**src/rtl/bin2bcd_seq.sv**
```systemverilog
// Sequential binary-to-BCD converter (shift-and-add-3, one input bit per clock).
// It also produces a leading-zero blank mask and an overflow flag for the digit displays.
module bin2bcd_seq #(
  parameter int IN_W   = 16,
  parameter int DIGITS = 5
) (
  input  logic                  clk,
  input  logic                  rst_n,
  input  logic                  start,
  input  logic [IN_W-1:0]       bin_in,
  output logic                  busy,
  output logic                  done,
  output logic [4*DIGITS-1:0]   bcd_out,
  output logic [DIGITS-1:0]     blank,
  output logic                  overflow
);

  localparam int BW    = 4 * DIGITS;
  localparam int CNT_W = (IN_W > 1) ? $clog2(IN_W) : 1;
  localparam logic [DIGITS-1:0] BLANK_RST = ~DIGITS'(1);
  localparam logic [CNT_W-1:0]  LAST_CNT  = CNT_W'(IN_W - 1);

  typedef enum logic [1:0] {IDLE, SHIFT, DONE} state_t;

  state_t              state_q, state_d;
  logic [IN_W-1:0]     shift_q, shift_d;
  logic [BW-1:0]       scratch_q, scratch_d;
  logic                ovf_scr_q, ovf_scr_d;
  logic [CNT_W-1:0]    count_q, count_d;
  logic [BW-1:0]       bcd_q, bcd_d;
  logic [DIGITS-1:0]   blank_q, blank_d;
  logic                overflow_q, overflow_d;

  logic [BW-1:0]       adj;
  logic [BW-1:0]       shifted;
  logic                shift_out;
  logic [DIGITS-1:0]   blank_new;

  // Per-digit add-3 correction; the 4-bit add drops any carry.
  for (genvar gi = 0; gi < DIGITS; gi++) begin : g_digit
    assign adj[4*gi +: 4] = (scratch_q[4*gi +: 4] >= 4'd5) ?
                            scratch_q[4*gi +: 4] + 4'd3 : scratch_q[4*gi +: 4];
    if (gi == 0) begin : g_units
      assign blank_new[gi] = 1'b0;
    end else begin : g_upper
      assign blank_new[gi] = (shifted[BW-1:4*gi] == '0);
    end
  end

  assign shifted   = {adj[BW-2:0], shift_q[IN_W-1]};
  assign shift_out = adj[BW-1];

  always_comb begin
    state_d    = state_q;
    shift_d    = shift_q;
    scratch_d  = scratch_q;
    ovf_scr_d  = ovf_scr_q;
    count_d    = count_q;
    bcd_d      = bcd_q;
    blank_d    = blank_q;
    overflow_d = overflow_q;
    case (state_q)
      IDLE, DONE: begin
        if (start) begin
          state_d   = SHIFT;
          shift_d   = bin_in;
          scratch_d = '0;
          ovf_scr_d = 1'b0;
          count_d   = '0;
        end else if (state_q == DONE) begin
          state_d = IDLE;
        end
      end
      SHIFT: begin
        shift_d   = shift_q << 1;
        scratch_d = shifted;
        ovf_scr_d = ovf_scr_q | shift_out;
        count_d   = count_q + 1'b1;
        if (count_q == LAST_CNT) begin
          state_d    = DONE;
          bcd_d      = shifted;
          blank_d    = blank_new;
          overflow_d = ovf_scr_q | shift_out;
        end
      end
      default: state_d = IDLE;
    endcase
  end

  always_ff @(posedge clk or negedge rst_n) begin
    if (!rst_n) begin
      state_q    <= IDLE;
      shift_q    <= '0;
      scratch_q  <= '0;
      ovf_scr_q  <= 1'b0;
      count_q    <= '0;
      bcd_q      <= '0;
      blank_q    <= BLANK_RST;
      overflow_q <= 1'b0;
    end else begin
      state_q    <= state_d;
      shift_q    <= shift_d;
      scratch_q  <= scratch_d;
      ovf_scr_q  <= ovf_scr_d;
      count_q    <= count_d;
      bcd_q      <= bcd_d;
      blank_q    <= blank_d;
      overflow_q <= overflow_d;
    end
  end

  assign busy     = (state_q == SHIFT);
  assign done     = (state_q == DONE);
  assign bcd_out  = bcd_q;
  assign blank    = blank_q;
  assign overflow = overflow_q;

endmodule
```
**config.mk**
```make
export PLATFORM = sky130hd
export DESIGN_NAME = bin2bcd_seq
export DESIGN_NICKNAME = d
export VERILOG_FILES = /design/src/rtl/bin2bcd_seq.sv
export SDC_FILE = /design/constraint.sdc
export NUM_CORES = 1
export LEC_CHECK = 0
export ABC_AREA = 1
export ABC_CLOCK_PERIOD_IN_PS = 1350
export CAP_MARGIN = 20
export CORE_MARGIN = 2
export CORE_UTILIZATION = 30
export CTS_CLUSTER_DIAMETER = 80
export DETAILED_ROUTE_END_ITERATION = 12
export DONT_BUFFER_PORTS = 1
export HOLD_SLACK_MARGIN = 0.15
export PLACE_DENSITY = 0.49
export REMOVE_ABC_BUFFERS = 1
export SLEW_MARGIN = 20
export SYNTH_ARGS = -nofsm -noshare
export SYNTH_HDL_FRONTEND = slang
export SYNTH_SLANG_ARGS = --single-unit
```
**constraint.sdc**
```tcl
create_clock -name clk -period 1.35 [get_ports clk]
set_input_delay 0.27 -clock clk [delete_from_list [all_inputs] [get_ports clk]]
set_output_delay 0.27 -clock clk [all_outputs]
set_load 0.05 [all_outputs]
```
==> run summary <==
GRT Overall Usage: 0.143
Gate power share: 0.522
Net Sw Power: 6240 uW
Design Power: 13,400 uW
async set-reset flop share out of synthesis: 1.00
DIE AREA: 11,600 um2
WHS: -0.382 ns
CP bufs+invs: 2
clk buf depth: 2
CP startpoint: scratch_q[17]
pwr dens: 2850 nW/um2
via-per-instance ratio: 4.76
clock group share of total power: 0.124
XOR/XNOR Fraction of Synth Area: 0.00811
top-count cell post-synth: nand2_1
DP HPWL: 5030 um
# rows: 37
antenna diode count: 0
remaining antenna violation count: 0
Setup TNS: -0.336 ns
Post-Synth Adder-Cell Area: 0.0425
Rel. slew slack: 0.647
Clock Latency Late Sink: 0.34 ns
total core area: 10,400 um2
critical path class: flop to flop
Synth Warn #: 0
post-layout minimum cycle time: 1.45 ns
Sw Share: 0.465
Area Overhead vs Synth: 45.2%
EDFF count, synth: 0
Peak VDD IR: 1040 uV
CP endpoint kind: flop
r2r worst-path depth: 12
worst-path cell chain: inv_2 -> ha_4 -> inv_2 -> nand2_4 -> nand3_2 -> nand2_1 -> nand2_1 -> nor2_1 -> nand2_2 -> nor2_2 -> nand3_1 -> nand2_1
first-pass GRT wire length: 13,000 um
internal power: 7180 uW
vias: 2,806
CP Depth: 12
CTS tree: yes
initial antenna violation count: 0
proportion of netlist area held by the largest area contributor: 0.494
Post-Syn Area: 3240 um2
CTS clk-pin slew, worst paths: 0.08 ns
Post-Route WL: 8400 um
Critical Path Most Common Cell: nand2_1
top cells by area, synth: dfrtp_1, nand2_1, inv_1, o21ai_0, ha_1
status: finished with violations
CP delay by family, top: simple AND/OR/NAND/NOR gates
hold crit path type: primary input to asynchronous set/reset pin
failing checks: negative hold slack, negative setup slack
die width: 108 um
simple logic cell fraction of the synthesized area: 0.166
post-synthesis compound-gate area fraction: 0.163
Seq cells post-synth: 68
largest net degree at the start of global routing: 69
Pre-Repair DR Iteration Count: 4
CTS buffer count: 9
leakage power: 0.00221 uW
MaxCap Viol Count: 0
CP required: 1.64 ns
I/O pin total: 47
# hold bufs at CTS: 17
multiplexer share of the synthesized area: 0
max-slew violation count: 0
CP peak stage delay: 0.38 ns
clock sinks: 68
sequential cell area fraction in the yosys report: 0.527
Startpoint Class: flop
WP data arrival: 1.74 ns
commonest register cell after synthesis: dfrtp_1
critical path endpoint: blank[1]
1st-iter DRT viols: 125
H-tree levels: 3
GRT Residual Overflow: 0
main combinational cell family by area after synthesis: simple AND/OR/NAND/NOR gates
endpoints failing setup: 6
Final Net Count: 478
Design Area, Final: 4710 um2
final-layout fill cell count: 991
r2r endpoint: blank[1]
vias in the first global route: 2,758
R2R Setup Slk: -0.1 ns
RSZ-0062 raised after global routing: true
FF-to-FF Start: scratch_q[17]
fraction of layout cells with a size suffix above 1: 0.417
Fmax: 691 MHz
Initial Util: 0.311
Die Y: 108 um
synthesized netlist cell count: 367
Least-Margin Pin Slew: 0.530 ns
Reg power frac: 0.354
input/output buffers: 0
Synth cell types: 29
Final Core Density: 0.452
skew final: 0.0108 ns
area leader, netlist: dfrtp_1
fin worst setup slack: -0.0978 ns
clk root buf: clkbuf_8
Tcrit/Tclk final: 1.07
WL per Instance: 14.3 um
Synth top cells by count: nand2_1, dfrtp_1, inv_1
Hold Violations, Final: 68
DRC: 0
Placer Congestion: 0.847
CP max FO: 4
DP Area: 3690 um2
Crit-path slowest cell: dfrtp_1
Avg Inst Size Synth: 8.83 um2
==> what timing repair did <==
item	4_1_cts	5_1_grt
hold endpoints to repair	84	68
cloned	0	3
setup endpoints to repair	37	69
buffers inserted	10	9
gates resized for setup	50	111
pin swaps	16	30
==> worst min path at each step <==
stage	from	endpoint	slack [ns]	cells after the start
6_report	rst_n	bcd_out[6]	-0.38	0
5_1_grt	rst_n	bcd_out[7]	-0.42	0
4_1_cts	rst_n	bcd_out[10]	-0.41	0
3_5_place_dp	rst_n	bcd_out[6]	-0.02	0
3_3_place_gp	rst_n	scratch_q[7]	-0.02	0
2_1_floorplan	rst_n	bcd_out[0]	-0.03	0
==> sequential cells by signal, summed over array words and instances, names as in the netlist <==
register,cells
bcd_out,20
scratch_q,20
shift_q,16
blank,4
count_q,4
state_q,2
overflow,1
ovf_scr_q,1
==> power by group through the flow <==
stage / sequential (uW) / clock (uW) / combinational, uW
finish: 4750 / 1670 / 7000
CTS: 4670 / 1730 / 5580
global placement: 4640 / 0 / 4870
floorplan: 4550 / 0 / 3020
detailed placement: 4660 / 0 / 4930
global route: 4880 / 1820 / 7770
==> cells by family after synthesis <==
kind of cell	count (synthesis)
other	1
AO/OA/AOI/OAI	85
adder cells (fa/ha/maj)	11
AND/OR/NAND/NOR	127
XOR/XNOR	3
flip-flops	68
buffers and inverters	72
==> per-stage QoR <==
| stage | setup slack [ns] | std cells |
|---|---|---|
| after floorplan | -0.551 | 352 |
| after global placement | -0.202 | 535 |
| after detailed placement | -0.226 | 535 |
| after CTS | -0.132 | 578 |
| after global routing | -0.206 | 589 |
| final | -0.0978 | 589 |
==> layout by cell type (no fill, tap or decap), types with 2 or more instances in the layout <==
cell type       n
dlygate4sd3_1  17
nand4_1         4
a21oi_1         4
buf_4          52
xor2_2          3
o221ai_1       13
buf_12          3
o211ai_1        5
nor2_2          6
nor2_1          8
o22ai_2         6
o21ai_2         8
nand3_2         3
nand2_4         8
inv_4           4
nand2_2        29
nand2_1        46
dfrtp_1        63
dfstp_2         4
clkbuf_16       2
o21a_1          3
nand3_1        18
clkbuf_8       10
ha_1            2
ha_2            3
o22ai_1        13
inv_2          18
nand3_4         2
o21ai_1        15
nor2_4          3
inv_1          34
buf_6          10
o21ai_0        14
ha_4            6
clkinv_2        3
==> final cells by class <==
class,count,area (um2),area share
Clock buffer,11,141,0.0300
Sequential cell,68,1710,0.363
Multi-Input combinational cell,227,1610,0.341
Inverter,57,229,0.0487
Tap cell,136,170,0.0362
Clock inverter,5,52.6,0.0112
Timing Repair Buffer,85,798,0.170
==> layer usage <==
layer  GRT usage  part of all wire  vias to the layer above
li1            -                 -                     1374
met1       0.166              0.42                     1350
met2       0.249              0.51                       71
met3      0.0452             0.050                       11
met4      0.0513             0.013                        0
met5           0                 0                        -
No activity file was read; power rests on OpenSTA's default activity.
